--- config.mk ---
export PLATFORM = sky130hd
export DESIGN_NAME = fuec_scrub_ctrl
export DESIGN_NICKNAME = d
export VERILOG_FILES = /design/src/rtl/fuec_pkg.sv /design/src/rtl/fuec_decoder_interface.sv /design/src/rtl/fuec_encoder_12_8.sv /design/src/rtl/fuec_scrub_ctrl.sv
export SDC_FILE = /design/constraint.sdc
export NUM_CORES = 1
export LEC_CHECK = 0
export ABC_AREA = 1
export CAP_MARGIN = 20
export CORE_MARGIN = 2
export CORE_UTILIZATION = 33
export CTS_CLUSTER_DIAMETER = 30
export CTS_CLUSTER_SIZE = 8
export DETAILED_ROUTE_END_ITERATION = 6
export SLEW_MARGIN = 5
export SYNTH_ARGS = -nofsm -noshare
export SYNTH_HDL_FRONTEND = slang
export SYNTH_SLANG_ARGS = --single-unit
--- constraint.sdc ---
create_clock -name clk -period 4.9 [get_ports clk]
set_input_delay 0.98 -clock clk [delete_from_list [all_inputs] [get_ports clk]]
set_output_delay 0.98 -clock clk [all_outputs]
set_load 0.05 [all_outputs]
--- src/rtl/fuec_pkg.sv ---
// FUEC(12,8) shared types and code definition.
// Data in [7:0], redundancy in [11:8].
package fuec_pkg;

  localparam int FUEC_N = 12;
  localparam int FUEC_K = 8;
  localparam int FUEC_R = 4;

  typedef logic [FUEC_N-1:0] fuec_cw_t;

  typedef enum logic [2:0] {
    IDLE,
    RD,
    WT,
    CHK,
    WR,
    NXT
  } scrub_state_e;

  // Syndrome column of each data bit: distinct, weight >= 2,
  // so redundancy-only flips never alias onto a data bit.
  localparam logic [FUEC_K-1:0][FUEC_R-1:0] FUEC_H = {
    4'b1011, 4'b0111, 4'b1100, 4'b1010,
    4'b1001, 4'b0110, 4'b0101, 4'b0011
  };

  function automatic logic [FUEC_R-1:0] fuec_red(
    input logic [FUEC_K-1:0] d
  );
    logic [FUEC_R-1:0] r;
    r = '0;
    for (int i = 0; i < FUEC_K; i++) begin
      if (d[i]) r = r ^ FUEC_H[i];
    end
    return r;
  endfunction

endpackage

--- src/rtl/fuec_decoder_interface.sv ---
// FUEC(12,8) decoder: corrects a single data-bit error.
// pos_error_o flags the corrected data bit (one-hot).
module fuec_decoder_interface
  import fuec_pkg::*;
(
  input  logic [FUEC_N-1:0] cw_i,
  output logic [FUEC_K-1:0] data_o,
  output logic [FUEC_K-1:0] pos_error_o
);

  logic [FUEC_R-1:0] syn;

  always_comb begin
    syn = cw_i[FUEC_N-1:FUEC_K] ^ fuec_red(cw_i[FUEC_K-1:0]);
    pos_error_o = '0;
    for (int i = 0; i < FUEC_K; i++) begin
      pos_error_o[i] = (syn == FUEC_H[i]);
    end
    data_o = cw_i[FUEC_K-1:0] ^ pos_error_o;
  end

endmodule

--- src/rtl/fuec_encoder_12_8.sv ---
// FUEC(12,8) encoder: redundancy nibble from 8 data bits.
// Purely combinational.
module fuec_encoder_12_8
  import fuec_pkg::*;
(
  input  logic [FUEC_K-1:0] data_i,
  output logic [FUEC_R-1:0] red_o
);

  assign red_o = fuec_red(data_i);

endmodule

--- src/rtl/fuec_scrub_ctrl.sv ---
// Background scrubber: read, decode, re-encode and
// write back any FUEC(12,8) word that does not match.
module fuec_scrub_ctrl
  import fuec_pkg::*;
#(
  parameter int AW    = 8,
  parameter int DEPTH = 256,
  parameter int CNT_W = 16
) (
  input  logic              clk,
  input  logic              rst_n,
  input  logic              start,
  input  logic              hold,
  output logic              busy,
  output logic              done,
  output logic              mem_req,
  output logic              mem_we,
  output logic [AW-1:0]     mem_addr,
  output logic [11:0]       mem_wdata,
  input  logic [11:0]       mem_rdata,
  output logic [CNT_W-1:0]  data_fix_cnt,
  output logic [CNT_W-1:0]  par_fix_cnt,
  output logic [AW-1:0]     last_fix_addr
);

  localparam logic [AW-1:0] LAST = AW'(DEPTH - 1);

  scrub_state_e     state_q, state_d;
  logic [AW-1:0]    addr_q, addr_d;
  fuec_cw_t         rword_q, rword_d;
  fuec_cw_t         fixed_q, fixed_d;
  logic [CNT_W-1:0] dcnt_q, dcnt_d;
  logic [CNT_W-1:0] pcnt_q, pcnt_d;
  logic [AW-1:0]    last_q, last_d;
  logic             busy_q, busy_d;
  logic             done_q, done_d;
  logic             req_q, req_d;
  logic             we_q, we_d;

  logic [FUEC_K-1:0] data_dec;
  logic [FUEC_K-1:0] pos_err;
  logic [FUEC_R-1:0] red_fix;
  fuec_cw_t          fixed;

  fuec_decoder_interface u_dec (
    .cw_i        (rword_q),
    .data_o      (data_dec),
    .pos_error_o (pos_err)
  );

  fuec_encoder_12_8 u_enc (
    .data_i (data_dec),
    .red_o  (red_fix)
  );

  assign fixed = {red_fix, data_dec};

  always_comb begin
    state_d = state_q;
    addr_d  = addr_q;
    rword_d = rword_q;
    fixed_d = fixed_q;
    dcnt_d  = dcnt_q;
    pcnt_d  = pcnt_q;
    last_d  = last_q;
    done_d  = 1'b0;
    unique case (state_q)
      IDLE: begin
        // done_q marks the completion cycle; start there is dropped
        if (start && !done_q) begin
          state_d = RD;
          addr_d  = '0;
          dcnt_d  = '0;
          pcnt_d  = '0;
          last_d  = '0;
        end
      end
      RD: state_d = WT;
      WT: begin
        rword_d = mem_rdata;
        state_d = CHK;
      end
      CHK: begin
        fixed_d = fixed;
        state_d = (fixed != rword_q) ? WR : NXT;
      end
      WR: begin
        if (|pos_err) begin
          if (!(&dcnt_q)) dcnt_d = dcnt_q + CNT_W'(1);
        end else begin
          if (!(&pcnt_q)) pcnt_d = pcnt_q + CNT_W'(1);
        end
        last_d  = addr_q;
        state_d = NXT;
      end
      NXT: begin
        if (addr_q == LAST) begin
          done_d  = 1'b1;
          state_d = IDLE;
        end else if (!hold) begin
          addr_d  = addr_q + AW'(1);
          state_d = RD;
        end
      end
      default: state_d = IDLE;
    endcase
    req_d  = (state_d == RD) || (state_d == WR);
    we_d   = (state_d == WR);
    busy_d = (state_d != IDLE);
  end

  always_ff @(posedge clk or negedge rst_n) begin
    if (!rst_n) begin
      state_q <= IDLE;
      addr_q  <= '0;
      rword_q <= '0;
      fixed_q <= '0;
      dcnt_q  <= '0;
      pcnt_q  <= '0;
      last_q  <= '0;
      busy_q  <= 1'b0;
      done_q  <= 1'b0;
      req_q   <= 1'b0;
      we_q    <= 1'b0;
    end else begin
      state_q <= state_d;
      addr_q  <= addr_d;
      rword_q <= rword_d;
      fixed_q <= fixed_d;
      dcnt_q  <= dcnt_d;
      pcnt_q  <= pcnt_d;
      last_q  <= last_d;
      busy_q  <= busy_d;
      done_q  <= done_d;
      req_q   <= req_d;
      we_q    <= we_d;
    end
  end

  assign busy          = busy_q;
  assign done          = done_q;
  assign mem_req       = req_q;
  assign mem_we        = we_q;
  assign mem_addr      = addr_q;
  assign mem_wdata     = fixed_q;
  assign data_fix_cnt  = dcnt_q;
  assign par_fix_cnt   = pcnt_q;
  assign last_fix_addr = last_q;

endmodule

-- After elaboration in Yosys (flattened, before gate mapping)
Index checks and enable logic that the tools add are counted.
- input bits: 16
- word-level logic and storage cells: 103
- flip-flop bits (word level): 79
- output and inout bits: 64
- reductions and logical operators: 14
- add/sub/neg operators: 3
- bitwise logic cells: 16
- muxes and demuxes: 35
- equality and inequality tests: 24
- operators by type and width (cell ; number):
    16-bit 2-to-1 mux ; 5
    16-bit case mux with 2 select lines ; 2
    16-bit by 1-bit adder with 16-bit output, second input constant ; 2
    4-bit 2-to-1 mux ; 8
    8-bit case mux with 2 select lines ; 2
    16-bit AND reduction ; 2
    3-bit 2-to-1 mux ; 9
    8-bit 2-to-1 mux ; 3
    3-bit case mux with 6 select lines ; 1
    4-bit equality test, second input constant ; 4
    2-bit inequality test, second input constant ; 7
    4-bit by 3-bit equality test with 1-bit output, second input constant ; 3
    12-bit inequality test ; 1
    2-bit NOT ; 6
    3-bit NOT ; 4
    4-bit AND reduction ; 3
    3-bit equality test, second input constant ; 3
    8-bit by 1-bit adder with 8-bit output, second input constant ; 1
    8-bit equality test, second input constant ; 1
    1-bit NOT with 2-bit output ; 4
    8-bit OR reduction ; 1
    8-bit XOR ; 1
    3-bit by 1-bit equality test with 1-bit output, second input constant ; 2
    3-bit by 2-bit equality test with 1-bit output, second input constant ; 2
    11 further kinds ; 15

-- Depth between registers and ports, before layout
Gate-level depths: netlist (run 1).
- depth after elaboration: 38
- gate-level depth with buffers: 23
- gate-level depth less buffers: 23

-- Modules after synthesis
Synthesis (run 1) repeated with hierarchy kept, for this count alone.
- cells, all modules: 771
- area, all modules: 5137.4 um2
- modules (own cells, without submodules) (module ; cells an instance ; times used ; area an instance (um2) ; seq. area each (um2)):
    fuec_scrub_ctrl ; 604 ; 1 ; 4327.9 ; 1976.9
    fuec_decoder_interface ; 134 ; 1 ; 640.6 ; 0.0
    fuec_encoder_12_8 ; 33 ; 1 ; 168.9 ; 0.0

-- Worst setup path after synthesis (run 1)
No wires, ideal clock.
- path kind: reg2reg
- from: register pcnt_q[0] (netlist: par_fix_cnt[0])
- to: register pcnt_q[7] (netlist: par_fix_cnt[7])
- period minus slack after synthesis: 2523 ps
- required time: 4773 ps
- cell stages (with the launch flop): 16
- setup time: 127 ps
- setup slack: 2377 ps
- buffers on the path: 1
- data arrival time: 2395 ps
- cells stage by stage: dfrtp_1 > ha_1 > inv_1 > nor3_1 > nand2_1 > nor2_1 > inv_1 > nor2_1 > inv_1 > nor2_1 > a41oi_2 > nand2_2 > nand2_4 > buf_4 > nand4_1 > o21ai_0
- cells in the longest elaborated chain, start to end: 4
- elaborated cells between the ends (all ways): 7
- those cells by class: add/sub: 1; eq/ne: 1; mux: 3; reduce/logical: 2
- RTL lines (item ; RTL line ; text):
    start, declared ; fuec_scrub_ctrl.sv:33 ; logic [CNT_W-1:0] pcnt_q, pcnt_d;
    start signal, assigned ; fuec_scrub_ctrl.sv:131 ; pcnt_q <= pcnt_d;
    16-bit by 1-bit adder with 16-bit output ; fuec_scrub_ctrl.sv:91 ; if (!(&pcnt_q)) pcnt_d = pcnt_q + CNT_W'(1);
    16-bit 2-to-1 mux ; fuec_scrub_ctrl.sv:91 ;
    16-bit 2-to-1 mux ; fuec_scrub_ctrl.sv:88 ; if (|pos_err) begin
    16-bit case mux with 2 select lines ; fuec_scrub_ctrl.sv:67 ; unique case (state_q)
Parallel ways exist; a longest one is shown, timed or not. The select of a mux whose other input is x is not followed.
A chain may end at the register's enable or synchronous reset.

-- Final worst setup path (run 1)
- from: input start
- to: register addr_q[7] (netlist: mem_addr[7])
- cells in the longest elaborated chain, start to end: 3
- RTL lines (item ; RTL line ; text):
    start, declared ; fuec_scrub_ctrl.sv:12 ; input logic start,
    1-bit logical AND ; fuec_scrub_ctrl.sv:70 ; if (start && !done_q) begin
    2-bit inequality test (no line) ; - ;
    4-bit AND reduction (no line) ; - ;
    end signal, assigned ; fuec_scrub_ctrl.sv:127 ; addr_q <= addr_d;
    end, declared ; fuec_scrub_ctrl.sv:29 ; logic [AW-1:0] addr_q, addr_d;
Every way passes these cells.

==> results of run 1 <==
[state kept, by name (all words and copies together), names as in the netlist]
register,count
mem_we,1
par_fix_cnt,16
mem_wdata,12
last_fix_addr,8
done,1
data_fix_cnt,16
rword_q,12
state_q,3
busy,1
mem_addr,8
mem_req,1
[metal layers]
layer	track usage, %	share of wire, %	up-vias
met1	24.7	49	2067
met3	2.54	4.8	22
met4	8.59	2.8	0
met2	26.2	44	119
li1	-	-	2260
met5	0	0	-
[power by group]
part	switching (mW)	internal, mW	leakage [nW]
clock	0.269	0.405	0.141
combinational	1.84	0.768	1.60
sequential	0.147	0.805	1.03
total	2.26	1.98	2.77
[layout make-up]
class	instances	area [sq um]	share of cell area, %
Multi-Input combinational cell	475	2340	39.2
Sequential cell	79	1980	33.1
Timing Repair Buffer	81	823	13.8
Inverter	81	309	5.17
Clock buffer	10	239	4.00
Tap cell	180	225	3.77
Clock inverter	5	58.8	0.984
[how the worst min path moves through the flow]
stage,end,slack (ps),depth (start not counted)
6_report,mem_wdata[0]$_DFFE_PN0P_,480,2
5_1_grt,mem_wdata[6]$_DFFE_PN0P_,510,2
4_1_cts,mem_wdata[0]$_DFFE_PN0P_,490,2
3_5_place_dp,mem_wdata[0]$_DFFE_PN0P_,480,2
3_3_place_gp,mem_wdata[1]$_DFFE_PN0P_,470,2
2_1_floorplan,rword_q[8]$_DFFE_PN0N_,540,2
[cells in the final DEF, fill, tap and decap left out, types with 2 or more instances in the layout]
cell type / instances
sky130_fd_sc_hd__nand2_1: 200
sky130_fd_sc_hd__dfrtp_1: 79
sky130_fd_sc_hd__clkdlybuf4s50_1: 78
sky130_fd_sc_hd__inv_1: 70
sky130_fd_sc_hd__nor2_1: 55
sky130_fd_sc_hd__nand3_1: 52
sky130_fd_sc_hd__o21ai_0: 40
sky130_fd_sc_hd__a21oi_1: 29
sky130_fd_sc_hd__nor3_1: 20
sky130_fd_sc_hd__nand4_1: 16
sky130_fd_sc_hd__inv_2: 9
sky130_fd_sc_hd__nand2_2: 9
sky130_fd_sc_hd__clkbuf_16: 9
sky130_fd_sc_hd__xor2_1: 8
sky130_fd_sc_hd__nand2_4: 6
sky130_fd_sc_hd__nand3_2: 6
sky130_fd_sc_hd__o31ai_2: 4
sky130_fd_sc_hd__nor3b_1: 4
sky130_fd_sc_hd__nor2_2: 3
sky130_fd_sc_hd__nor4_1: 3
sky130_fd_sc_hd__xnor2_1: 3
sky130_fd_sc_hd__o31ai_1: 3
sky130_fd_sc_hd__ha_1: 3
sky130_fd_sc_hd__inv_4: 2
sky130_fd_sc_hd__a31oi_1: 2
sky130_fd_sc_hd__clkinvlp_4: 2
sky130_fd_sc_hd__buf_4: 2
[kinds of logic (layout without fill, tap and decap cells)]
kind of cell    after synthesis  in the layout
xor+xnor                     11             11
fa+ha+maj                     3              3
simple gates                379            379
compound gates               82             82
buf+inv                      93            177
flops                        79             79
[per-stage QoR]
stage                     util (%)  hold WS (ps)  cell area, sq um  setup slack, ps
after floorplan                  -           539              4690             2380
after global placement        40.7           472              5650             1700
after detailed placement      40.7           476              5650             1660
after CTS                     42.8           490              5950             2010
after global routing          43.0           510              5970             1740
final                         43.0           483              5970             2000
[worst reg2reg max path, stage by stage, from the launching register on]
cell	delay (ps)
sky130_fd_sc_hd__dfrtp_1	450
sky130_fd_sc_hd__xor2_1	330
sky130_fd_sc_hd__inv_1	130
sky130_fd_sc_hd__nand3_2	100
sky130_fd_sc_hd__nand2_4	80
sky130_fd_sc_hd__nor2_2	190
sky130_fd_sc_hd__o21ai_1	150
sky130_fd_sc_hd__nand4_4	160
sky130_fd_sc_hd__nand3_2	130
sky130_fd_sc_hd__nand2_2	280
sky130_fd_sc_hd__nand2_2	110
sky130_fd_sc_hd__nor3_4	230
sky130_fd_sc_hd__xnor2_1	150
sky130_fd_sc_hd__nor2_1	70
==> metrics list, run 1 <==
* Result of the run: completed
- The count of nets left with antenna violations once routing finished came out at 0.
* Final period utilization: 59.2%
- Clock tree synthesis selected as its root buffer the cell sky130_fd_sc_hd__clkbuf_16.
- Syn_nets: 666
* TritonCTS clock tree: yes
- By area, the combinational part of the netlist is dominated by simple AND/OR/NAND/NOR gates.
- Counting every instance in the synthesized netlist gives 647.
- From bottom edge to top edge, the die measures 123 um.
- Via count of the first global-routing pass: between 4,000 and 5,000
- Counting flops with an async set or reset pin after synthesis yields a share of 100%.
- Critical path data arrival time: 3160 ps
- For this run, design rule violations remaining after detail routing come to 0.
- Counting both buffers and inverters, the worst setup path holds a total of 4.
* Multiplexer fraction of the synthesized cell area: 0%
- The initial antenna violation count came to 0.
* DR WL/cell: roughly 14 um
- Post-Route Skew: 9.34 ps
- Max-cap viol count: 0
* Number of synthesized register bits: between 70 and 80
- The clock period could shrink to about 2900 ps.
* Slowest-stage cell, CP: sky130_fd_sc_hd__clkdlybuf4s50_1
- Final Hold Viols: 0
* Number of gates resized after cts: 0
- Top-Level Pins: 80
- Aggregate global routing overflow: 0
- In this run the worst path has a maximum fanout of 19.
- The initial utilization of the core area, before any placement, comes to 33.8%.
- The netlist uses 36 different library cells.
- Cell-by-cell trace of the critical path: clkdlybuf4s50_1 -> nand3_1 -> buf_4 -> inv_1 -> a21oi_1 -> inv_1 -> nand3_1 -> nor3_1 -> nand2_1 -> nand2_1 -> nor3b_1
* Insertion delay to the later sink of the worst-skew pair: around 350 ps
- Final Max Tran Viols: 0
- Power spread over the standard cell area amounts to 709 nW/um^2.
- The die is 123 um wide.
* FILL cells: 1,413
- Worst r2r src: rword_q[7]$_DFFE_PN0N_
- The synthesized netlist devotes 37.1% of its cell area to simple gates.
- Iter 0 DRT Violations: 293
* Worst R2R Path Depth: 13
- For flop-to-flop paths, the worst setup slack is 2220 ps.
- Summing the areas of all xor and xnor instances in the mapped netlist gives 2.05% of the synthesized area.
- In this run, CTS created clock tree buffers numbering 9.
- The startpoint identified for the worst hold timing path is mem_wdata[0]$_DFFE_PN0P_.
* Clock transition at the register clock pins on the worst setup and hold paths after CTS: 60 ps
* Filler-free cell count of the finished design: roughly 910
* Net count reported at finish: 746
- Detailed placement finished with a half-perimeter wire length of 9520 um.
- Including well taps, the total number of placed cells is 895.
* Type of the setup path with the least slack: input pin to flop
- The design draws 4.24 mW.
- In this run the tool buffered the top-level ports with 79 buffer cells.
- RePlAce Congestion: 0.915
- Buffers added to address setup during post-CTS repair amount to 0.
- Biggest cell delay along the critical path: 450 ps
* Overall via count from detail_route: about 4,500
* Largest net degree at the start of global routing: 80
* Setup repair after global routing missed its margin: false
- Top cells by area, synth: sky130_fd_sc_hd__dfrtp_1, sky130_fd_sc_hd__nand2_1, sky130_fd_sc_hd__inv_1
* Capturing element of the worst setup path: mem_addr[7]$_DFFE_PN0P_
- Type of destination of the critical path: flop
- N_diodes: 0
* Main flop type after synthesis: sky130_fd_sc_hd__dfrtp_1
- Proportion of synthesized chip area in sequential cells: between 40% and 50%
- The floorplan step defined a die boundary enclosing roughly 15,000 sq um.
* Cell class contributing the biggest share of worst-path delay: buffers and inverters
- Setup crit start: start
* Cts hold-fix bufs: 0
- Top-area cell type share of the netlist area: 42.2%
- sky130_fd_sc_hd__dfrtp_1 takes more of the synthesized area than any other cell.
- The worst pin sits at a relative slew slack of 29.2%.
- The post-route netlist has 8.76% of its cells at a drive strength greater than 1.
* Site row count: 43
- By count the netlist is led by sky130_fd_sc_hd__nand2_1, sky130_fd_sc_hd__dfrtp_1, sky130_fd_sc_hd__inv_1.
- A synthesized cell averages 7.25 sq um.
- In this run the critical register-to-register path is captured at data_fix_cnt[7]$_DFFE_PN0P_.
- Leading cell type by number of instances after synthesis: sky130_fd_sc_hd__nand2_1
- The routed design has approximately 13,000 um of wire.
- Detailed Routing Iterations Pass 1: 5
- Based on the critical path, the design can be clocked at up to 345 MHz.
- Synth Cell Area: 4690 sq um
- Total routing resource utilization after global routing: 17.5%
* Transition time at the pin with the least slew margin: 1060 ps
* Depth of the CTS H-tree: 3
* Class of the tightest hold or removal check: flop to flop
* Instance count on the critical path: 11
* Compound-Gate Fraction of Synth Area: 9.98%
* Core footprint: 13,900 sq um
- Worst vdd ir: 0.277 mV
- The first global-routing pass estimated 20,700 um of wire.
- Data required time at the worst endpoint: between 5000 and 6000 ps
* Setup-violating endpoint count in the final report: 0
* Via density per instance: 4.90
- Leakage power: 2.77 nW
- Warnings, synthesis: 0
- Adder and majority gate portion of the synthesized area: 0.801%
- Number of clock sinks: between 70 and 80
- Relative to the synthesized area, the layout overhead comes to 27.4%.
* Maximum clock insertion buffer count: 2
- CP Launch Type: input pin
- Number of flops mapped to enable cells by yosys: 0
- Final total negative setup slack: 0 ps
Power figures use the tool's default switching activity.
==> run 2: changes to the inputs <==
clock period = 2.6 ns   (was 4.9 ns; I/O delays follow)
==> metrics list, run 2 (same netlist as run 1, synthesis figures left out) <==
- The clock tree buffer depth came to 2 (unchanged).
* FILL cells: 1,366 (-3.3%)
* Highest Clock Rate: 403 MHz
- The per-cell routed wire length came to 14.2 um (+1.9%).
* Vertical die dimension: 123 um (unchanged)
- Type of the setup path with the least slack: flop to flop
- Setup repair after global routing missed its margin: true
- Site row count: 43 (unchanged)
- Via count of the first global-routing pass: 4,345 (+3.8%)
- The final-report max-slew violation count came to 0 (unchanged).
* Area taken by multi-input logic gates: 2540 sq um (+8.3%)
* Detailed Routing Iterations Pass 1: 5 (unchanged)
- Among the stages of the critical path, the cell type that occurs most often is sky130_fd_sc_hd__nand2_1.
* TritonCTS clock tree: yes
- Leakage power: 3.02 nW (+9.2%)
- The pin count of the biggest net entering global routing was 41 (-49%).
- The clock-pin slew reported for the worst setup and hold paths after clock tree synthesis is 60 ps (about the same).
- The flip-flop and latch area came to 1980 sq um (+0.38%).
* Most frequent cells in the layout: sky130_fd_sc_hd__nand2_1, sky130_fd_sc_hd__clkdlybuf4s50_1, sky130_fd_sc_hd__dfrtp_1, sky130_fd_sc_hd__inv_1
- Non-Filler Cell Area, Final: 6580 sq um (+10%)
- Max-cap viol count: 0 (unchanged)
* Aggregate global routing overflow: 0 (unchanged)
- Slowest-stage cell, CP: sky130_fd_sc_hd__dfrtp_2
- CP Launch Type: flop
- Insertion delay to the later sink of the worst-skew pair: 350 ps (about the same)
- The post-route setup TNS came to 0 ps (unchanged).
- Total routing resource utilization after global routing: 18.0% (+0.49 points)
- The post-placement cell area is 5770 sq um (+2.1%).
* Overall via count from detail_route: 4,788 (+7.2%)
- The total number of nets in the final design is 789 (+5.8%).
- The number of hold buffers added after CTS is 0 (unchanged).
- Result of the run: completed
- The number of top-level design ports came to 80 (unchanged).
* Place WS: -106 ps (-1760 ps)
* Chip Width: 123 um (unchanged)
* PortBufs: 79 (unchanged)
- Total power: 9.45 mW (+120%)
* Critical path data arrival time: 2720 ps (-440 ps)
* Cell-by-cell trace of the critical path: inv_4 -> nand2_1 -> nand2_2 -> nand2_1 -> nand2_1 -> nand2_2 -> nand2_4 -> inv_2 -> nor2_4 -> nand2_2 -> nand2_1 -> nand2_2 -> buf_4 -> nand3_1 -> nand3_1 -> nand2_1 -> nand2_1 -> nand2_1 -> nand3_2 -> nand4_4 -> nand2_1
- The number of placed instances with taps included is 909 (+1.6%).
- Wire length of the first global-routing pass: 21,200 um (+2.7%)
- Headroom to the max-slew limit: 47.9% (+19 points)
* Post-DRT Antenna Nets: 0 (unchanged)
* Instance count on the critical path: 21 (+10)
- The tree is rooted in a sky130_fd_sc_hd__clkbuf_16.
- The maximum fanout count along the critical path is 6 (-13).
- The count of endpoints failing setup in the final report came to 0 (unchanged).
- The data required time of the worst path is 2830 ps (-2330 ps).
- The area of the die was 15,200 sq um (unchanged).
* Biggest cell delay along the critical path: 460 ps (about the same)
* N_diodes: 0 (unchanged)
- Post-route DRC violation count: 0 (unchanged)
- Leaving out fill and tap cells, the most frequent cell in the layout is sky130_fd_sc_hd__nand2_1.
- The worst slack on hold paths came to 154 ps (-329 ps).
* Final period utilization: 95.5%
- Share of the core filled with cells in the final layout: 47.4% (+4.3 points)
- Cell class contributing the biggest share of worst-path delay: simple AND/OR/NAND/NOR gates
- The core region area came to 13,900 sq um (unchanged).
- The worst vdd rail ir drop was 0.620 mV (+120%).
- The number of endpoints with negative hold slack in the final report came to 0 (unchanged).
- Tmin final: 2480 ps
* Via density per instance: 5.01 (+2.2%)
* HPWL after detailed placement: 9950 um (+4.5%)
* CP Buf/Inv Count: 3 (-1)
- The worst-margin pin slew was 780 ps (-277 ps).
- Total wire length: 13,500 um (+6.8%)
- Synthesis-to-finish area growth: 40.3%
* Type of destination of the critical path: flop
- Clock buffers created by TritonCTS: 9 (unchanged)
* Pwr Density: 1440 nW/um^2 (+100%)
* Number of clock sinks: 79 (unchanged)
- The largest clock skew in the final design is 7.83 ps (-1.50 ps).
* Effective utilization at floorplan: 33.8% (unchanged)
- Worst R2R Path Depth: 21 (+8)
* Class of the tightest hold or removal check: input pin to asynchronous set/reset pin
- RePlAce Congestion: 0.888 (-2.9%)
* Setup WS post-layout: 117 ps (-1880 ps)
* Antenna violations before repair: 0 (unchanged)
* Depth of the CTS H-tree: 3 (unchanged)
* Filler-free cell count of the finished design: 955 (+4.8%)
* Iter 0 DRT Violations: 337 (+15%)
- Share of post-route cells with drive strength above 1: 21.8% (+13 points)
==> run 2: cell types whose count changed in the layout (fill, tap and decap cells not counted), moves of 5 or more <==
cell                      before  now
sky130_fd_sc_hd__dfrtp_2       0    6
sky130_fd_sc_hd__nand2_2       9   42
sky130_fd_sc_hd__dfrtp_1      79   73
sky130_fd_sc_hd__buf_4         2   43
sky130_fd_sc_hd__nor2_1       55   48
sky130_fd_sc_hd__inv_1        70   65
sky130_fd_sc_hd__nand2_1     200  163
==> run 2: worst paths after layout <==
check                                          from                    endpoint  slack (ps)
min                                           rst_n  par_fix_cnt[5]$_DFFE_PN0P_         150
min reg2reg                mem_wdata[6]$_DFFE_PN0P_    mem_wdata[6]$_DFFE_PN0P_         490
max in group asynchronous                     rst_n      rword_q[1]$_DFFE_PN0N_        1810
max reg2reg                  rword_q[6]$_DFFE_PN0N_           mem_req$_DFF_PN0_         120
max                          rword_q[6]$_DFFE_PN0N_           mem_req$_DFF_PN0_         120
min in group clk           mem_wdata[6]$_DFFE_PN0P_    mem_wdata[6]$_DFFE_PN0P_         490
==> run 2: power by group <==
group          total (mW)  leakage, nW  switching [mW]  internal (mW)
logic                6.18         1.83            4.05           2.13
clock network        1.46        0.166           0.524          0.941
registers            1.81         1.03           0.286           1.53
==> run 2: area by class of cell <==
class,instances,area share (%)
clock inverter,7,1.83
inverter,81,4.89
tap,180,3.42
timing repair buffer,124,17.7
sequential,79,30.2
clock buffer,9,3.42
multi-input combinational,475,38.6
==> run 2: what timing repair did <==
action,CTS,global route
setup endpoints to repair,2,30
pin swaps,0,21
gates resized for setup,4,72
buffers inserted,0,30
==> run 2: metal layers <==
layer | vias up | track usage, % | part of all wire (%) | wire [um]
met5 | - | 0 | 0 | 0
met3 | 25 | 3.78 | 5.0 | 682
met4 | 0 | 7.67 | 2.5 | 340
met2 | 139 | 27.8 | 46 | 6220
met1 | 2267 | 24.4 | 46 | 6280
li1 | 2357 | - | - | -
==> run 2: worst register-to-register path, cell delays in order, from the launching register on <==
cell                      delay (ps)
sky130_fd_sc_hd__dfrtp_2         460
sky130_fd_sc_hd__inv_4            90
sky130_fd_sc_hd__nand2_1          70
sky130_fd_sc_hd__nand2_2          80
sky130_fd_sc_hd__nand2_1          80
sky130_fd_sc_hd__nand2_1          80
sky130_fd_sc_hd__nand2_2          60
sky130_fd_sc_hd__nand2_4         140
sky130_fd_sc_hd__inv_2            60
sky130_fd_sc_hd__nor2_4          170
sky130_fd_sc_hd__nand2_2          90
sky130_fd_sc_hd__nand2_1          80
sky130_fd_sc_hd__nand2_2         110
sky130_fd_sc_hd__buf_4           150
sky130_fd_sc_hd__nand3_1          90
sky130_fd_sc_hd__nand3_1         100
sky130_fd_sc_hd__nand2_1         100
sky130_fd_sc_hd__nand2_1          50
sky130_fd_sc_hd__nand2_1          60
sky130_fd_sc_hd__nand3_2         110
sky130_fd_sc_hd__nand4_4          90
sky130_fd_sc_hd__nand2_1          50
==> run 3: changes to the inputs <==
CORE_ASPECT_RATIO = 1.75   (was default)
DONT_BUFFER_PORTS = 1   (was default)
==> metrics list, run 3 (same netlist as run 1, synthesis figures left out) <==
- The run finished with clean final reports.
- Leakage power: 2.88 nW (-4.7%)
- The pin count of the biggest net entering global routing is 80 (+95%).
* Place WS: -172 ps (-66.5 ps)
* Most frequent cells in the layout: sky130_fd_sc_hd__nand2_1, sky130_fd_sc_hd__dfrtp_1, sky130_fd_sc_hd__buf_4, sky130_fd_sc_hd__inv_1, sky130_fd_sc_hd__nand2_2
- N_diodes: 0 (unchanged)
- Type of destination of the critical path: flop
- CP most frequent cell: sky130_fd_sc_hd__nand2_2
* Worst hold slack: 68.7 ps (-85.4 ps)
- The worst-margin pin slew came to 777 ps (-2.55 ps).
- The post-placement cell area is 5230 sq um (-9.3%).
- The maximum fanout count along the critical path was 6 (unchanged).
* Clock transition at the register clock pins on the worst setup and hold paths after CTS: 70 ps (about the same)
- The y dimension of the die is 162 um (+31%).
* Library cell used as clock root buffer: sky130_fd_sc_hd__clkbuf_16
* Type of the setup path with the least slack: flop to flop
- Filler-free cell count of the finished design: 902 (-5.5%)
- The number of top-level design ports was 80 (unchanged).
- Traced cell by cell, the critical path runs through inv_2 -> nand2_1 -> nand2_2 -> nand2_2 -> nand2_1 -> nand2_2 -> nand2_4 -> inv_2 -> nor2_4 -> nand2_2 -> nand2_2 -> nand2_4 -> nand2_1 -> nand2_2 -> nand2_2 -> nand2_2 -> nand2_2 -> nand3_2 -> nor2_2 -> nand3_2 -> nand4_4 -> nand2_1.
* HPWL after detailed placement: 10,500 um (+5.9%)
- The CTS buffer count is 9 (unchanged).
* Max-cap viol count: 0 (unchanged)
* CP Launch Type: flop
- Grouping stages by cell kind, the critical path spends the most delay in simple AND/OR/NAND/NOR gates.
- The endpoint identified for the worst register-to-register timing path is mem_req$_DFF_PN0_.
- The share of the clock period used by the worst path after layout is 97.4% (+1.9 points).
- PortBufs: 0 (-100%)
* Aggregate global routing overflow: 0 (unchanged)
* Worst R2R Path Depth: 22 (+4.8%)
- The largest incremental delay on the critical path was 430 ps (-30 ps).
- The per-cell routed wire length came to 15.6 um (+10%).
- The slack of the worst reg-to-reg path came to 70 ps (-50 ps).
* Critical path data arrival time: 2770 ps (+50 ps)
- Post-DRT Antenna Nets: 0 (unchanged)
- The largest clock skew in the final design was 11.3 ps (+3.43 ps).
- Insertion delay to the later sink of the worst-skew pair: 350 ps (about the same)
- Setup crit start: rword_q[6]$_DFFE_PN0N_
- Setup WS post-layout: 68.4 ps (-48.2 ps)
- Die Area: 15,200 sq um (+0.25%)
* Most common cell after layout, fill and taps aside: sky130_fd_sc_hd__nand2_1
* Via density per instance: 5.07 (+1.2%)
- Total wire length: 14,100 um (+4.0%)
- Setup repair after global routing missed its margin: true
- Via count of the first global-routing pass: 4,529 (+4.2%)
* CP Buf/Inv Count: 2 (-1)
* Site row count: 57 (+33%)
- The post-layout total power is 9.26 mW (-2.0%).
- Class of the tightest hold or removal check: input pin to asynchronous set/reset pin
- Final Max Tran Viols: 0 (unchanged)
- Post-route DRC violation count: 0 (unchanged)
* Total routing resource utilization after global routing: 18.7% (+0.69 points)
- On the critical path, the stage with the largest delay is an instance of sky130_fd_sc_hd__dfrtp_2.
- Setup-violating endpoint count in the final report: 0 (unchanged)
- The number of endpoints with negative hold slack in the final report was 0 (unchanged).
- The data required time of the worst path is 2840 ps (about the same).
- Maximum clock insertion buffer count: 2 (unchanged)
- FILL cells: 1,405 (+2.9%)
- RePlAce Congestion: 0.904 (+1.9%)
* Depth of the CTS H-tree: 3 (unchanged)
* Worst vdd ir: 0.905 mV (+46%)
* Share of post-route cells with drive strength above 1: 29.9% (+8.1 points)
* Iter 0 DRT Violations: 140 (-58%)
- Antenna violations before repair: 0 (unchanged)
- Tmin final: 2530 ps (+48.2 ps)
- The normalized max-slew margin is 48.1% (+0.17 points).
- The count of TritonRoute iterations in the first routing pass came to 4 (-1).
* Total area of sequential cells: 1990 sq um (about the same)
* Overall via count from detail_route: 4,576 (-4.4%)
- The width of the die is 94.1 um (-24%).
- Pwr Density: 1530 nW/um^2 (+6.8%)
* Worst r2r src: rword_q[6]$_DFFE_PN0N_
- Highest Clock Rate: 395 MHz (-1.9%)
- The clock net sink count is 79 (unchanged).
- Net count reported at finish: 739 (-6.3%)
- Effective utilization at floorplan: 33.7% (-0.064 points)
* Wire length of the first global-routing pass: 22,300 um (+5.0%)
* TritonCTS clock tree: yes
* Area taken by multi-input logic gates: 2640 sq um (+4.1%)
- The number of placed instances with taps included came to 863 (-5.1%).
- Synthesis-to-finish area growth: 28.7%
* Core footprint: 13,900 sq um (+0.19%)
* Non-Filler Cell Area, Final: 6040 sq um (-8.2%)
==> run 3: cell types whose count changed in the layout (fill, tap and decap cells not counted), moves of 12 or more <==
cell / previous run / this run
sky130_fd_sc_hd__clkdlybuf4s50_1: 78 / 0
sky130_fd_sc_hd__buf_4: 43 / 72
sky130_fd_sc_hd__nand2_1: 163 / 148
sky130_fd_sc_hd__nand2_2: 42 / 54
==> run 3: through the flow <==
step                      setup TNS, ps  utilization (%)
final                                 0             43.4
after global routing               -350             43.4
after CTS                             0             40.1
after detailed placement           -456             37.6
after global placement             -324             37.6
after floorplan                       0                -
==> run 3: repair_timing <==
item,CTS,global route
setup endpoints to repair,4,20
resized for setup,10,97
hold endpoints to repair,79,0
pin swaps,0,27
hold buffers,1,0
setup buffers,1,21
==> run 3: worst max path at each step <==
stage / to / cells past startpoint
final: mem_req$_DFF_PN0_ / 22
after global routing: mem_req$_DFF_PN0_ / 22
after CTS: mem_req$_DFF_PN0_ / 20
after detailed placement: mem_req$_DFF_PN0_ / 22
after global placement: mem_req$_DFF_PN0_ / 22
after floorplan: par_fix_cnt[7]$_DFFE_PN0P_ / 15
==> run 3: power breakdown <==
| group | leakage (nW) | total, mW | switching [mW] | internal, mW |
|---|---|---|---|---|
| Clock | 0.135 | 1.25 | 0.587 | 0.666 |
| Sequential | 1.03 | 2.24 | 0.720 | 1.52 |
| Combinational | 1.72 | 5.77 | 3.78 | 2.00 |
==> run 3: layout make-up <==
| cell class | instances | share of cell area [%] |
|---|---|---|
| Sequential cell | 79 | 32.9 |
| Multi-Input combinational cell | 475 | 43.8 |
| Inverter | 81 | 5.33 |
| Timing Repair Buffer | 74 | 9.60 |
| Clock buffer | 9 | 3.73 |
| Clock inverter | 7 | 1.02 |
| Tap cell | 177 | 3.67 |
==> run 3: layer usage <==
layer	routed length (um)	up-vias	track usage, %	part of all wire (%)
met5	0	-	0	0
met4	407	0	7.64	2.9
met3	709	27	4.59	5.0
met2	8090	120	35.9	58
met1	4860	2174	18.5	35
li1	-	2255	-	-
==> RTL edit 1, RTL diff (settings of run 3) <==
Register the inputs `start`, `hold` and `mem_rdata` before use, without a reset. The logic sees them one clock later. Comments in the files are not updated.
--- a/src/rtl/fuec_scrub_ctrl.sv
+++ b/src/rtl/fuec_scrub_ctrl.sv
@@ -24,6 +24,16 @@
 );
 
   localparam logic [AW-1:0] LAST = AW'(DEPTH - 1);
+
+  logic start_q;
+  logic hold_q;
+  logic [11:0] mem_rdata_q;
+
+  always_ff @(posedge clk) begin
+    start_q     <= start;
+    hold_q      <= hold;
+    mem_rdata_q <= mem_rdata;
+  end
 
   scrub_state_e     state_q, state_d;
   logic [AW-1:0]    addr_q, addr_d;
@@ -67,7 +77,7 @@
     unique case (state_q)
       IDLE: begin
         // done_q marks the completion cycle; start there is dropped
-        if (start && !done_q) begin
+        if (start_q && !done_q) begin
           state_d = RD;
           addr_d  = '0;
           dcnt_d  = '0;
@@ -77,7 +87,7 @@
       end
       RD: state_d = WT;
       WT: begin
-        rword_d = mem_rdata;
+        rword_d = mem_rdata_q;
         state_d = CHK;
       end
       CHK: begin
@@ -97,7 +107,7 @@
         if (addr_q == LAST) begin
           done_d  = 1'b1;
           state_d = IDLE;
-        end else if (!hold) begin
+        end else if (!hold_q) begin
           addr_d  = addr_q + AW'(1);
           state_d = RD;
         end
Behaviour: not the same (Yosys sat finds a counterexample within 4 cycles, from zero or initial values and one cycle with rst_n low).
==> RTL edit 1 against run 3 <==
  * Sequential cell count grew 14
  * Worst setup slack got worse by 0.032 ns
  * Power increased by 0.69%
  * Wire length fell by 1.3%
  * Final cell count rose by 2.0%
  * Hold slack better by 0.013 ns
  * Final area increased by 4.9%
  * Synthesized area is 5.2% higher
  * Critical endpoint is now par_fix_cnt[9]
  * Largest power group unchanged
==> RTL edit 1: results (changes against run 3) <==
- Status: complete, no violations
- CP peak stage delay: 0.41 ns (-0.02 ns)
- Pre-CTS setup slack: -0.00198 ns (+0.170 ns)
- Hold Worst Slack: 0.0815 ns (+0.0128 ns)
- Global-route wire length before repair: 21000 um (-5.6%)
- Longest Clk Path Bufs: 2 (unchanged)
- CP max-delay cell: dfrtp_1
- Nets: 751 (+1.6%)
- Worst Path Arrival: 2.80 ns (+0.03 ns)
- Final min period: 2.56 ns (+0.0315 ns)
- Layout cell share with drive strength beyond 1: 0.282 (-0.0171)
- Synth cell count leaders: nand2_1, dfrtp_1, nor2_1
- Initial DRC count: 148 (+5.7%)
- Tot GR Track Use: 0.172 (-0.0148)
- Number of global-route vias before repair: 4253 (-6.1%)
- Reg-to-Reg End: par_fix_cnt[9]
- R2R depth: 19 (-14%)
- Slew margin rel.: 0.612 (+0.131)
- Synth unique cells: 34 (-5.6%)
- Lkg Pwr: 3.08 nW (+6.9%)
- PortBufs: 0 (unchanged)
- Via count: 4503 (-1.6%)
- Peak supply drop: 0.869 mV (-3.9%)
- R2r setup slk: 0.04 ns (-0.03 ns)
- Clk slew on worst S/H paths: 0.07 ns (about the same)
- Dpl hpwl: 10300 um (-2.1%)
- Sequential area share after synthesis: 0.458 (+0.0362)
- Synth area leaders: dfrtp_1, nand2_1, dfxtp_1, nand3_1, nor2_1
- Synthesized Nets: 674 (+1.2%)
- Crit path launch: rword_q[0]
- DRT Wirelength: 13900 um (-1.3%)
- Async SR Flop Fraction: 0.849 (-0.151)
- Clk_skew: 0.00710 ns (-0.00417 ns)
- Top cell type's share of synthesized area: 0.401 (-0.0207)
-- RTL edit 1: changes by cell type in the layout (fill, tap and decap cells not counted), sizes merged, moves of 3 or more --
cell	change
nor2	+15
buf	+4
o21a	+4
dfxtp	+14
o21ai	-11
nor3	+8
nand4	-11
nand2	-3
inv	-10
-- RTL edit 1: cell families after synthesis --
family / after synthesis / share of synthesized area
fa+ha+maj: 3 / 0.00762
compound gates: 73 / 0.0820
buf+inv: 86 / 0.0667
simple gates: 389 / 0.366
flops: 93 / 0.458
xor+xnor: 11 / 0.0195
-- RTL edit 1: how the worst max path moves through the flow --
stage	endpoint	depth (start not counted)
after floorplan	par_fix_cnt[11]	18
after global placement	mem_req	20
after detailed placement	mem_req	20
after CTS	mem_req	22
after global routing	par_fix_cnt[11]	21
final	par_fix_cnt[9]	19
-- RTL edit 1: cell type report --
| type | instances | area (um2) |
|---|---|---|
| Fill cell | 1507 | 8440 |
| Inverter | 74 | 303 |
| Sequential cell | 93 | 2270 |
| Tap cell | 183 | 229 |
| Clock inverter | 7 | 97.6 |
| Multi-Input combinational cell | 476 | 2590 |
| Clock buffer | 9 | 225 |
| Timing Repair Buffer | 78 | 618 |
-- RTL edit 1: timing repair --
item / CTS / global route
endpoints found under the hold margin: 79 / 0
hold buffers: 1 / 0
gates resized for setup: 1 / 82
buffers inserted: 0 / 20
setup endpoints to repair: 2 / 25
pin swaps: 0 / 22
-- RTL edit 1: per-stage QoR --
step                cells  cell area (um2)
finish                920             6330
global placement      883             5540
detailed placement    883             5540
CTS                   900             5890
global route          920             6330
floorplan             655             4930
-- RTL edit 1: worst reg2reg max path, delay by kind of cell (launching register included) --
kind	cells	cell delay, ns
AO/OA/AOI/OAI	1	0.11
buffers and inverters	4	0.39
AND/OR/NAND/NOR	14	1.53
flip-flops	1	0.41
-- RTL edit 1: per-layer routing --
layer	routed length [um]	part of all wire	track usage	up-vias
met2	7970	0.57	0.329	101
met1	5030	0.36	0.170	2116
met4	388	0.028	0.0716	0
met3	490	0.035	0.0368	25
met5	0	0	0	-
li1	-	-	-	2261
-- RTL edit 1: power by group --
group / switching (W) / internal [W] / total [W]
logic: 0.00355 / 0.00189 / 0.00544
registers: 0.000720 / 0.00173 / 0.00245
clock network: 0.000584 / 0.000849 / 0.00143
==> RTL edit 2, RTL diff (flow settings as in run 3) <==
Without the edit above. The parameter `DEPTH` goes from 256 to 192.
--- a/src/rtl/fuec_scrub_ctrl.sv
+++ b/src/rtl/fuec_scrub_ctrl.sv
@@ -4,7 +4,7 @@
   import fuec_pkg::*;
 #(
   parameter int AW    = 8,
-  parameter int DEPTH = 256,
+  parameter int DEPTH = 192,
   parameter int CNT_W = 16
 ) (
   input  logic              clk,
Formal check against the unedited RTL: no difference found for any inputs over 4 cycles, from zero or initial values and one cycle with rst_n low; that may be too few to reach the edited logic, so the function may still have changed.
==> RTL edit 2 against run 3 <==
  * Clock skew shrank 0.0021 ns
  * Non-clock buffer count grew 7
  * Worst setup slack gained 0.018 ns
  * Power shrank 6.5%
  * Final area shrank 2.0%
  * Fmax grew 0.71%
  * Via count shrank 2.3%
  * Critical path depth is the same
  * Sequential cell count is the same
  * Hold slack lost 0.015 ns
  * Synthesized area shrank 3.0%
  * Wire length shrank 0.48%
  * Largest cell class unchanged
  * Largest power group unchanged
==> RTL edit 2: results (changes against run 3) <==
- Status: complete, no violations
- Layout cell share with drive strength beyond 1: 0.290 (-0.00921)
- Dpl hpwl: 10700 um (+1.4%)
- Clk_skew: 0.00918 ns (-0.00208 ns)
- Antenna violations before repair: 0 (unchanged)
- Synth unique cells: 33 (-8.3%)
- Root Driver: clkbuf_16
- Synth cell count leaders: nand2_1, dfrtp_1, inv_1
- Sequential area share after synthesis: 0.435 (+0.0131)
- Via count: 4472 (-2.3%)
- PortBufs: 0 (unchanged)
- Synthesized Nets: 650 (-2.4%)
- Lkg Pwr: 2.81 nW (-2.6%)
- Antenna cells: 0 (unchanged)
- Cell Count, Final, Fillers Out: 891 (-1.2%)
- Top delay family on crit path: simple AND/OR/NAND/NOR gates
- Async SR Flop Fraction: 1.00 (unchanged)
- DRT Wirelength: 14000 um (-0.48%)
- Least-Margin Pin Slew: 0.583 ns (-0.195 ns)
- Final RePlAce weighted congestion: 0.937 (+3.6%)
- Syn avg cell area: 7.21 um2 (-0.56%)
- Number of global-route vias before repair: 4385 (-3.2%)
- Placed cell count: 851 (-1.4%)
- Synth area leaders: dfrtp_1, nand2_1, nand3_1, inv_1, nor2_1
- Initial DRC count: 126 (-10%)
- Peak supply drop: 0.459 mV (-49%)
- Worst-Skew Late Latency: 0.33 ns (-0.02 ns)
- Longest Clk Path Bufs: 2 (unchanged)
- Clk slew on worst S/H paths: 0.07 ns (about the same)
- CP peak stage delay: 0.46 ns (+0.03 ns)
- Worst Path Arrival: 2.72 ns (-0.05 ns)
- Tot GR Track Use: 0.188 (+0.00121)
- Synth Flop Type: dfrtp_1
- Pre-CTS setup slack: -0.257 ns (-0.0842 ns)
- Nets: 731 (-1.1%)
- First-pass DRT Iterations: 5 (+1)
- Global-route wire length before repair: 21800 um (-2.0%)
RTL edit 2: cell count changes in the layout (fill, tap and decap cells not counted), sizes merged, moves of 3 or more:
cell	run 3	this run
nand4	18	5
nor2	59	63
inv	85	72
buf	74	81
nand2	215	218
a21oi	29	23
RTL edit 2: logic make-up after synthesis:
family	count (synthesis)	share of synthesized area
xor+xnor	13	0.0250
flops	79	0.435
compound gates	80	0.0999
simple gates	374	0.364
buf+inv	82	0.0680
fa+ha+maj	3	0.00826
RTL edit 2: through the flow:
stage	hold WS [ns]	util	instance area (um2)
after floorplan	0.224	-	4550
after global placement	0.227	0.383	5150
after detailed placement	0.227	0.383	5150
after CTS	0.0896	0.412	5540
after global routing	0.0999	0.440	5910
final	0.0534	0.440	5910
RTL edit 2: timing repair:
item,in CTS,in global routing
hold buffers,1,0
gates resized for setup,13,78
buffers inserted,4,19
pin swaps,4,24
hold endpoints to repair,79,0
setup endpoints to repair,5,25
RTL edit 2: path summary, 6_finish.rpt:
path | start | endpoint | slack (ns) | cells after the start
worst min-delay path | rst_n | par_fix_cnt[15] | 0.05 | 1
worst max register to register | rword_q[6] | mem_req | 0.09 | 22
max in group asynchronous | rst_n | rword_q[5] | 2.14 | 1
worst max-delay path | rword_q[6] | mem_req | 0.09 | 22
worst min register to register | par_fix_cnt[9] | par_fix_cnt[9] | 0.57 | 2
min in group clk | mem_rdata[3] | rword_q[3] | 0.31 | 2
RTL edit 2: power breakdown:
| group | switching, W | internal (W) |
|---|---|---|
| Combinational | 0.00346 | 0.00172 |
| Sequential | 0.000712 | 0.00150 |
| Clock | 0.000519 | 0.000749 |
RTL edit 2: area by class of cell:
class	count	area [um2]
fill	1371	7540
multi-input combinational	470	2500
sequential	79	1990
timing repair buffer	81	632
inverter	71	279
clock buffer	10	229
tap	174	218
clock inverter	6	70.1
RTL edit 2: layer usage:
metal	track usage	part of all wire	vias up
li1	-	-	2205
met1	0.179	0.33	2144
met2	0.369	0.58	94
met3	0.0398	0.046	29
met4	0.0896	0.039	0
met5	0	0	-
RTL edit 2: worst register-to-register path: stages (launching register included):
cell and delay, ns:
dfrtp_2 0.46, inv_4 0.09, nand2_1 0.07, nand2_2 0.08, nand2_2 0.07, nand2_2 0.07
nand2_2 0.07, nand2_4 0.13, inv_2 0.06, nor2_4 0.16, nand2_2 0.10, nand2_2 0.11
nand2_4 0.09, nand2_1 0.07, nand2_1 0.05, nand2_1 0.08, nand2_1 0.08, nand2_1 0.07
nand3_1 0.07, nor2_1 0.13, nand3_2 0.12, nand4_1 0.11, nand2_1 0.07
